`config.mk`:
```
export PLATFORM = sky130hd
export DESIGN_NAME = aximm_handshake_monitor
export DESIGN_NICKNAME = d
export VERILOG_FILES = /design/src/rtl/aximm_handshake_monitor.sv
export SDC_FILE = /design/constraint.sdc
export NUM_CORES = 1
export LEC_CHECK = 0
export CAP_MARGIN = 10
export CORE_MARGIN = 2
export CORE_UTILIZATION = 52
export DETAILED_ROUTE_END_ITERATION = 16
export GPL_ROUTABILITY_DRIVEN = 0
export HOLD_SLACK_MARGIN = 0.15
export PLACE_DENSITY = 0.8
export SLEW_MARGIN = 40
export SYNTH_ARGS = -nofsm -noshare
export SYNTH_HDL_FRONTEND = slang
export SYNTH_SLANG_ARGS = --single-unit
```
`constraint.sdc`:
```
create_clock -name clk -period 2.1 [get_ports clk]
set_input_delay 0.21 -clock clk [delete_from_list [all_inputs] [get_ports clk]]
set_output_delay 0.21 -clock clk [all_outputs]
set_load 0.01 [all_outputs]
```
`src/rtl/aximm_handshake_monitor.sv`:
```
// Passive AXI-MM handshake monitor: per-channel handshake counts, outstanding
// write/read tracking and sticky protocol-violation flags, all registered.

module aximm_hs_lane #(
    parameter int CW = 16
) (
    input  logic          clk,
    input  logic          resetn,
    input  logic          clear,
    input  logic          valid,
    input  logic          ready,
    output logic [CW-1:0] count,
    output logic          drop_err
);
    logic pend;

    always_ff @(posedge clk or negedge resetn) begin
        if (!resetn) begin
            pend     <= 1'b0;
            count    <= '0;
            drop_err <= 1'b0;
        end else if (clear) begin
            pend     <= 1'b0;
            count    <= '0;
            drop_err <= 1'b0;
        end else begin
            pend <= valid & ~ready;
            if (valid && ready && count != '1)
                count <= count + CW'(1);
            // valid was waiting last cycle and has now been withdrawn
            if (pend && !valid)
                drop_err <= 1'b1;
        end
    end
endmodule

module aximm_os_ctr #(
    parameter int OW = 8
) (
    input  logic          clk,
    input  logic          resetn,
    input  logic          clear,
    input  logic          inc,
    input  logic          dec,
    output logic [OW-1:0] cnt,
    output logic          ovf,
    output logic          unf
);
    always_ff @(posedge clk or negedge resetn) begin
        if (!resetn) begin
            cnt <= '0;
            ovf <= 1'b0;
            unf <= 1'b0;
        end else if (clear) begin
            cnt <= '0;
            ovf <= 1'b0;
            unf <= 1'b0;
        end else begin
            // inc and dec together leave the count alone, even at zero
            case ({inc, dec})
                2'b10: if (cnt == '1) ovf <= 1'b1;
                       else           cnt <= cnt + OW'(1);
                2'b01: if (cnt == '0) unf <= 1'b1;
                       else           cnt <= cnt - OW'(1);
                default: ;
            endcase
        end
    end
endmodule

module aximm_handshake_monitor #(
    parameter int CW = 16,
    parameter int OW = 8
) (
    input  logic          clk,
    input  logic          resetn,
    input  logic [4:0]    valid,
    input  logic [4:0]    ready,
    input  logic          clear,
    output logic [5*CW-1:0] hs_count,
    output logic [OW-1:0] wr_outstanding,
    output logic [OW-1:0] rd_outstanding,
    output logic [7:0]    err,
    output logic          err_any
);
    localparam int NUM_CH = 5;

    logic [NUM_CH-1:0][CW-1:0] cnt;
    logic [NUM_CH-1:0]         drop;
    logic [NUM_CH-1:0]         hs;
    logic                      wr_ovf, wr_unf, rd_ovf, rd_unf;

    assign hs = valid & ready;

    for (genvar i = 0; i < NUM_CH; i++) begin : g_lane
        aximm_hs_lane #(.CW(CW)) u_lane (
            .clk      (clk),
            .resetn   (resetn),
            .clear    (clear),
            .valid    (valid[i]),
            .ready    (ready[i]),
            .count    (cnt[i]),
            .drop_err (drop[i])
        );
    end

    aximm_os_ctr #(.OW(OW)) u_wr (
        .clk(clk), .resetn(resetn), .clear(clear),
        .inc(hs[0]), .dec(hs[2]),
        .cnt(wr_outstanding), .ovf(wr_ovf), .unf(wr_unf)
    );

    aximm_os_ctr #(.OW(OW)) u_rd (
        .clk(clk), .resetn(resetn), .clear(clear),
        .inc(hs[3]), .dec(hs[4]),
        .cnt(rd_outstanding), .ovf(rd_ovf), .unf(rd_unf)
    );

    assign hs_count = cnt;
    assign err      = {wr_ovf | rd_ovf, rd_unf, wr_unf, drop};

    always_ff @(posedge clk or negedge resetn) begin
        if (!resetn) err_any <= 1'b0;
        else         err_any <= |err;
    end
endmodule

```
# Word level (Yosys, flattened, before mapping)

Index checks and enable logic that the tools add are counted.

Add/sub/neg operators: 9
Equal/unequal tests: 15
Divide/modulo/power cells: 0
$mul: 0
Bitwise logic cells: 12
Mux-type cells: 45
Magnitude comparators: 0
Reduce and logical (&&, ||, !) cells: 49
Shift operators: 0

Operator list:

| operator              | count |
|---|---|
| $mux 16               | 10 |
| $add 16x1->16 const B | 5 |
| $ne 16x16->1 const B  | 5 |
| $mux 8                | 6 |
| $reduce_bool 2->1     | 18 |
| $pmux 8 s2            | 2 |
| $mux 1                | 27 |
| $add 8x1->8 const B   | 2 |
| $eq 8x8->1 const B    | 2 |
| $logic_not 8->1       | 2 |
| $sub 8x1->8 const B   | 2 |
| $logic_and 1x1->1     | 15 |
| $ne 3x3->1 const B    | 4 |
| $reduce_and 2->1      | 4 |
| $reduce_or 8->1       | 1 |
| $reduce_and 3->1      | 2 |
| $reduce_bool 3->1     | 2 |
| $and 1x1->1           | 5 |
| $and 5x5->5           | 1 |
| $logic_not 1->1       | 5 |
| $not 1->1             | 5 |
| $eq 2x1->1 const B    | 2 |
| $eq 2x2->1 const B    | 2 |
| $or 1x1->1            | 1 |

Bits in latches: 0
Memories kept: 0
Memory bits (writable): 0
Memory bits (read-only): 0
Register bits: 111
Output and inout port bits: 105

# Longest topological paths before layout

Word-level depth: 4
Mapped depth: 11
Mapped depth without buffers: 10

# Hierarchy

A second synthesis with hierarchy kept.

Cells, all modules: 688
Area, all modules: 6533.8 um^2

By module, submodules not included:

| module                  | seq. area each (um^2) | area an instance (um^2) | cells each | times used |
|---|---|---|---|---|
| aximm_hs_lane           | 450.4                 | 970.9                   | 99         | 5 |
| aximm_os_ctr            | 250.2                 | 794.5                   | 91         | 2 |
| aximm_handshake_monitor | 25.0                  | 90.1                    | 11         | 1 |

# Worst setup path before layout

OpenSTA, ideal clock, no wires.

Kind: input to register
Start point: in valid[2]
End point: reg u_wr.cnt[6]
Library setup time: 95 ps
Slack: 70 ps
Stages: 10
Required time: 2005 ps
Path buffers: 1
Arrival time: 1934 ps
Cells stage by stage: and2_1 > buf_2 > nand2_2 > inv_1 > ha_1 > and3_1 > a211o_1 > a31oi_1 > xnor2_1 > o31ai_1

Word-level cells in the longest chain between the ends: 4
Elaborated cells on any way between the ends: 9
Classes of those cells: 4 x eq/ne; 2 x mux; 1 x bitwise; 2 x reduce/logical

RTL lines:

| element                                              | line | RTL |
|---|---|---|
| start, declared                                      | 77   | `input logic [4:0] valid,` |
| $and 5x5->5 *                                        | 93   | `assign hs = valid & ready;` |
| $eq 2x1->1 or $eq 2x2->1 (tied branches)             | 60   | `case ({inc, dec})` |
| $ne 3x3->1 (no line), or another cell as far along   | --   |  |
| $reduce_and 3->1 (no line) or $mux 8 (tied branches) | --   |  |
| end signal, assigned                                 | 62   | `else cnt <= cnt + OW'(1);` |
| end signal, assigned                                 | 64   | `else cnt <= cnt - OW'(1);` |
| end, declared                                        | 45   | `output logic [OW-1:0] cnt,` |

Mark *: on every way between the ends. The rest lies on a longest branch, timed or not.
A chain may end at the register's enable or synchronous reset.

# Worst setup path in the final report

Start point: in ready[4]
End point: reg u_rd.cnt[7]

Word-level cells in the longest chain between the ends: 4
Elaborated cells on any way between the ends: 9
Classes of those cells: 4 x eq/ne; 2 x mux; 1 x bitwise; 2 x reduce/logical

RTL lines:

| element                                              | line | RTL |
|---|---|---|
| start, declared                                      | 78   | `input logic [4:0] ready,` |
| $and 5x5->5 *                                        | 93   |  |
| $eq 2x1->1 or $eq 2x2->1 (tied branches)             | 60   |  |
| $ne 3x3->1 (no line), or another cell as far along   | --   |  |
| $reduce_and 3->1 (no line) or $mux 8 (tied branches) | --   |  |
| end signal, assigned                                 | 62   |  |
| end signal, assigned                                 | 64   |  |
| end, declared                                        | 45   |  |

Marks and branches as above.

==> results.md <==
### Finish
* 2778 um2 — Storage cell area
* 32.02% — area growth from synthesis to final layout
* 884 — count of filler cells inserted in the layout
* 943 — Final Non-Filler Cells
* 0 — Ant. Diodes
* 821 — Nets
* 3100 um2 — area used by multi-input combinational logic
* 7950 um2 — cell area after layout
* 11.75% — fraction of layout cells with a size suffix above 1

### Clock network
* 2 — Max Root-Sink Buffers
* clkbuf_16 — clock tree root driver cell
* 3 — maximum level of the CTS H-tree
* yes — clock tree from TritonCTS
* 350 ps — Skew-Pair Late Insertion Delay
* 0 — total setup buffers inserted after CTS
* 70 ps — clock-pin transition on the worst setup and hold timing paths
* 9 — number of CTS-inserted buffers
* 111 — clock net sink count

### Drt
* 16.49 um — routed length per placed instance
* 0 — Routed Antenna Nets
* 5.776 — detail-routed via count per cell
* 444 — number of DRC violations after detailed-routing iteration 0
* 0 — drt drc
* 5,447 — detailed-route via count
* 5 — drt pass-1 iters
* 15.55 mm — Total Routed Length

### Floorplan
* 11,370 um2 — Core ar.
* 52.97% — effective utilization at floorplan
* 12,460 um2 — Die ar.
* 111.6 um — vertical extent of the die
* 111.6 um — x dimension of the die
* 39 — Row Count
* 118 — num ports

### STA
* 0 — Max Transition Viols Final
* 2095 ps — shortest clock period the worst path allows after layout
* yes — setup repair after global routing missed its margin
* 0 — hold violation total from the final report
* 0 — setup-violating endpoint count in the final report
* 59.71% — Worst slew margin
* 7.984 ps — Setup Skew
* 0 ps — total negative slack
* 99.74% — post-route clock period utilization
* 5.441 ps — final worst setup slack
* 599.7 ps — Worst Max-Slew Pin Slew
* 477.4 MHz — highest clock frequency the design can meet

### Yosys
* dfrtp_1 (46%), xor2_1 (6.8%), nor2_1 (6.3%) — synth top area cells
* 9.322 um2 — synthesized area per cell
* 0 — Synth Warn #
* dfrtp_1 — dominant cell by count in the synthesized netlist
* 646 — count of mapped cells out of synthesis
* 111 — Yosys reg bits
* 63 — unique cell type count in the Yosys netlist
* dfrtp_1 (111), nor2_1 (101), nand2_1 (59), xor2_1 (47), nand3_1 (36) — most numerous cell types in the synthesized netlist
* 672 — post-synth net total
* 46.13% — sequential fraction of the synthesis area
* 100.0% — fraction of registers with async set or reset after synthesis
* 46.13% — top cell type's share of synthesized area
* dfrtp_1 — Top FF cell, synth
* 6022 um2 — post-synthesis instance area
* 0 — number of flops mapped to enable cells by yosys
* dfrtp_1 — cell type contributing the most total cell area after synthesis

### Setup path
* 6 — cell depth of the worst flop-to-flop path
* g_lane[1].u_lane.count[3] — reg-to-reg startpoint
* 140 ps — worst reg-to-reg setup slack
* 2350 ps — Arr. time, crit path
* g_lane[1].u_lane.count[8] — capture instance of the worst register-to-register path
* flop — CP Capture Type
* input port — critical path launch point type
* input port to flop — path type of the worst setup path
* 5 — biggest fanout along the worst timing path
* 2350 ps — Worst Path Required

### Global route
* 0 — grt ovf
* 25.62 mm — first-pass GRT wire length
* 0 — number of antenna violations at the first check in global routing
* 5,302 — number of global-route vias before repair
* 53 — largest net degree at the start of global routing
* 24.93% — overall fraction of global-route tracks in use

### Place
* 117 — number of buffers added on ports
* 926 — instance count after placement with tap cells included
* -455.8 ps — pre-CTS WS
* 7592 um2 — instance area at placement
* 11.04 mm — total half-perimeter wirelength after legalization and detailed placement

### Power and ir drop
* 489.5 uV — Worst IR Drop VDD
* 3.393 nW — leakage power figure
* 649.7 nW/um2 — PwrDens

### Outcome
* completed — status

### Min path
* 4 — WHS Path Cells
* clear — Hold Crit Start
* u_rd.cnt[1] — endpoint with the worst hold slack
* input port to flop — kind of path behind the tightest hold check

### Flow run
* 0 — maxcap violations

-- registers in the layout, summed over array words and instances, names as in the netlist --
register and flops:
g_lane.u_lane.count 80, u_rd.cnt 8, u_wr.cnt 8, g_lane.u_lane.drop_err 5
g_lane.u_lane.pend 5, err_any 1, u_rd.ovf 1, u_rd.unf 1
u_wr.ovf 1, u_wr.unf 1
-- layout make-up --
| class | instances | area share (%) |
|---|---|---|
| clock buffer | 11 | 2.927 |
| clock inverter | 5 | 0.7082 |
| inverter | 14 | 0.6610 |
| multi-input combinational | 491 | 39.00 |
| sequential | 111 | 34.94 |
| tap | 143 | 2.251 |
| timing repair buffer | 168 | 19.52 |
-- layout by cell type, fill, tap and decap left out, types with 3 or more instances in the layout --
cell and n:
a21o_1 5, a21oi_1 21, a31oi_1 3, and2_1 5, and3_1 14, and4_1 9
buf_4 52, clkbuf_16 9, clkdlybuf4s50_1 115, dfrtp_1 111, ha_1 10, inv_1 12
mux2i_1 5, nand2_1 59, nand3_1 36, nand4_1 26, nor2_1 101, nor3_1 18
nor4_1 8, nor4_2 4, o211ai_1 6, o21a_1 3, o21ai_0 14, o21ai_1 3
o22ai_1 3, o31ai_1 5, or3_1 8, xnor2_1 32, xor2_1 47
-- critical path: stages --
cell,delay [ps]
clkdlybuf4s50_1,500
and2_4,170
nand2_4,70
inv_2,120
ha_1,300
a21o_1,240
a2111oi_2,260
a21oi_1,90
o211ai_1,140
nand4_1,130
o311ai_1,120
-- cells by family (layout without fill, tap and decap cells) --
group	count (synthesis)	in the layout	share of synthesized area, %
AND/OR/NAND/NOR	304	304	24.95
XOR/XNOR	79	79	11.49
multiplexers	5	5	0.8311
adder cells (fa/ha/maj)	13	13	2.701
buffers and inverters	44	198	3.366
flip-flops	111	111	46.13
AO/OA/AOI/OAI	90	90	10.53
-- worst max path at each step --
stage	start	to	slack [ps]	cells past startpoint
after floorplan	valid[2]	u_wr.cnt[6]	70	10
after global placement	valid[2]	u_wr.cnt[6]	-240	10
after detailed placement	ready[4]	u_rd.cnt[7]	-460	10
after CTS	valid[2]	u_wr.cnt[7]	6	9
after global routing	ready[4]	u_rd.cnt[7]	-100	11
final	ready[4]	u_rd.cnt[7]	5	11
-- repair_timing --
item | 4_1_cts | 5_1_grt
gates cloned | 0 | 0
endpoints found under the hold margin | 38 | 0
gates resized for setup | 2 | 13
endpoints found under the setup margin | 1 | 15
pin swaps | 0 | 2
hold buffers | 1 | 0
-- stage by stage --
| stage | hold WS (ps) | util, % | total power [mW] |
|---|---|---|---|
| 5_1_grt | 286.0 | 69.92 | 5.378 |
| 4_1_cts | 246.9 | 69.42 | 5.149 |
| 2_1_floorplan | -85.59 | - | 2.918 |
| 3_3_place_gp | 216.0 | 66.78 | 3.385 |
| 3_5_place_dp | 224.6 | 66.78 | 3.424 |
| 6_report | 243.6 | 69.92 | 5.165 |
-- per-layer routing --
layer  wire (um)  up-vias  global-route usage, %  part of all wire [%]
met5           0        -                      0                     0
li1            -     2568                      -                     -
met4         225        0                  8.971                   1.4
met2        7630      203                  41.14                    49
met3         833       23                  4.954                   5.4
met1        6857     2653                  33.01                    44
-- power breakdown --
part | internal [mW] | leakage (nW) | switching [mW]
clock | 0.928 | 0.140 | 0.791
sequential | 2.23 | 1.53 | 0.170
combinational | 0.521 | 1.72 | 0.523
Note: power is estimated with default switching activity, not from simulation.
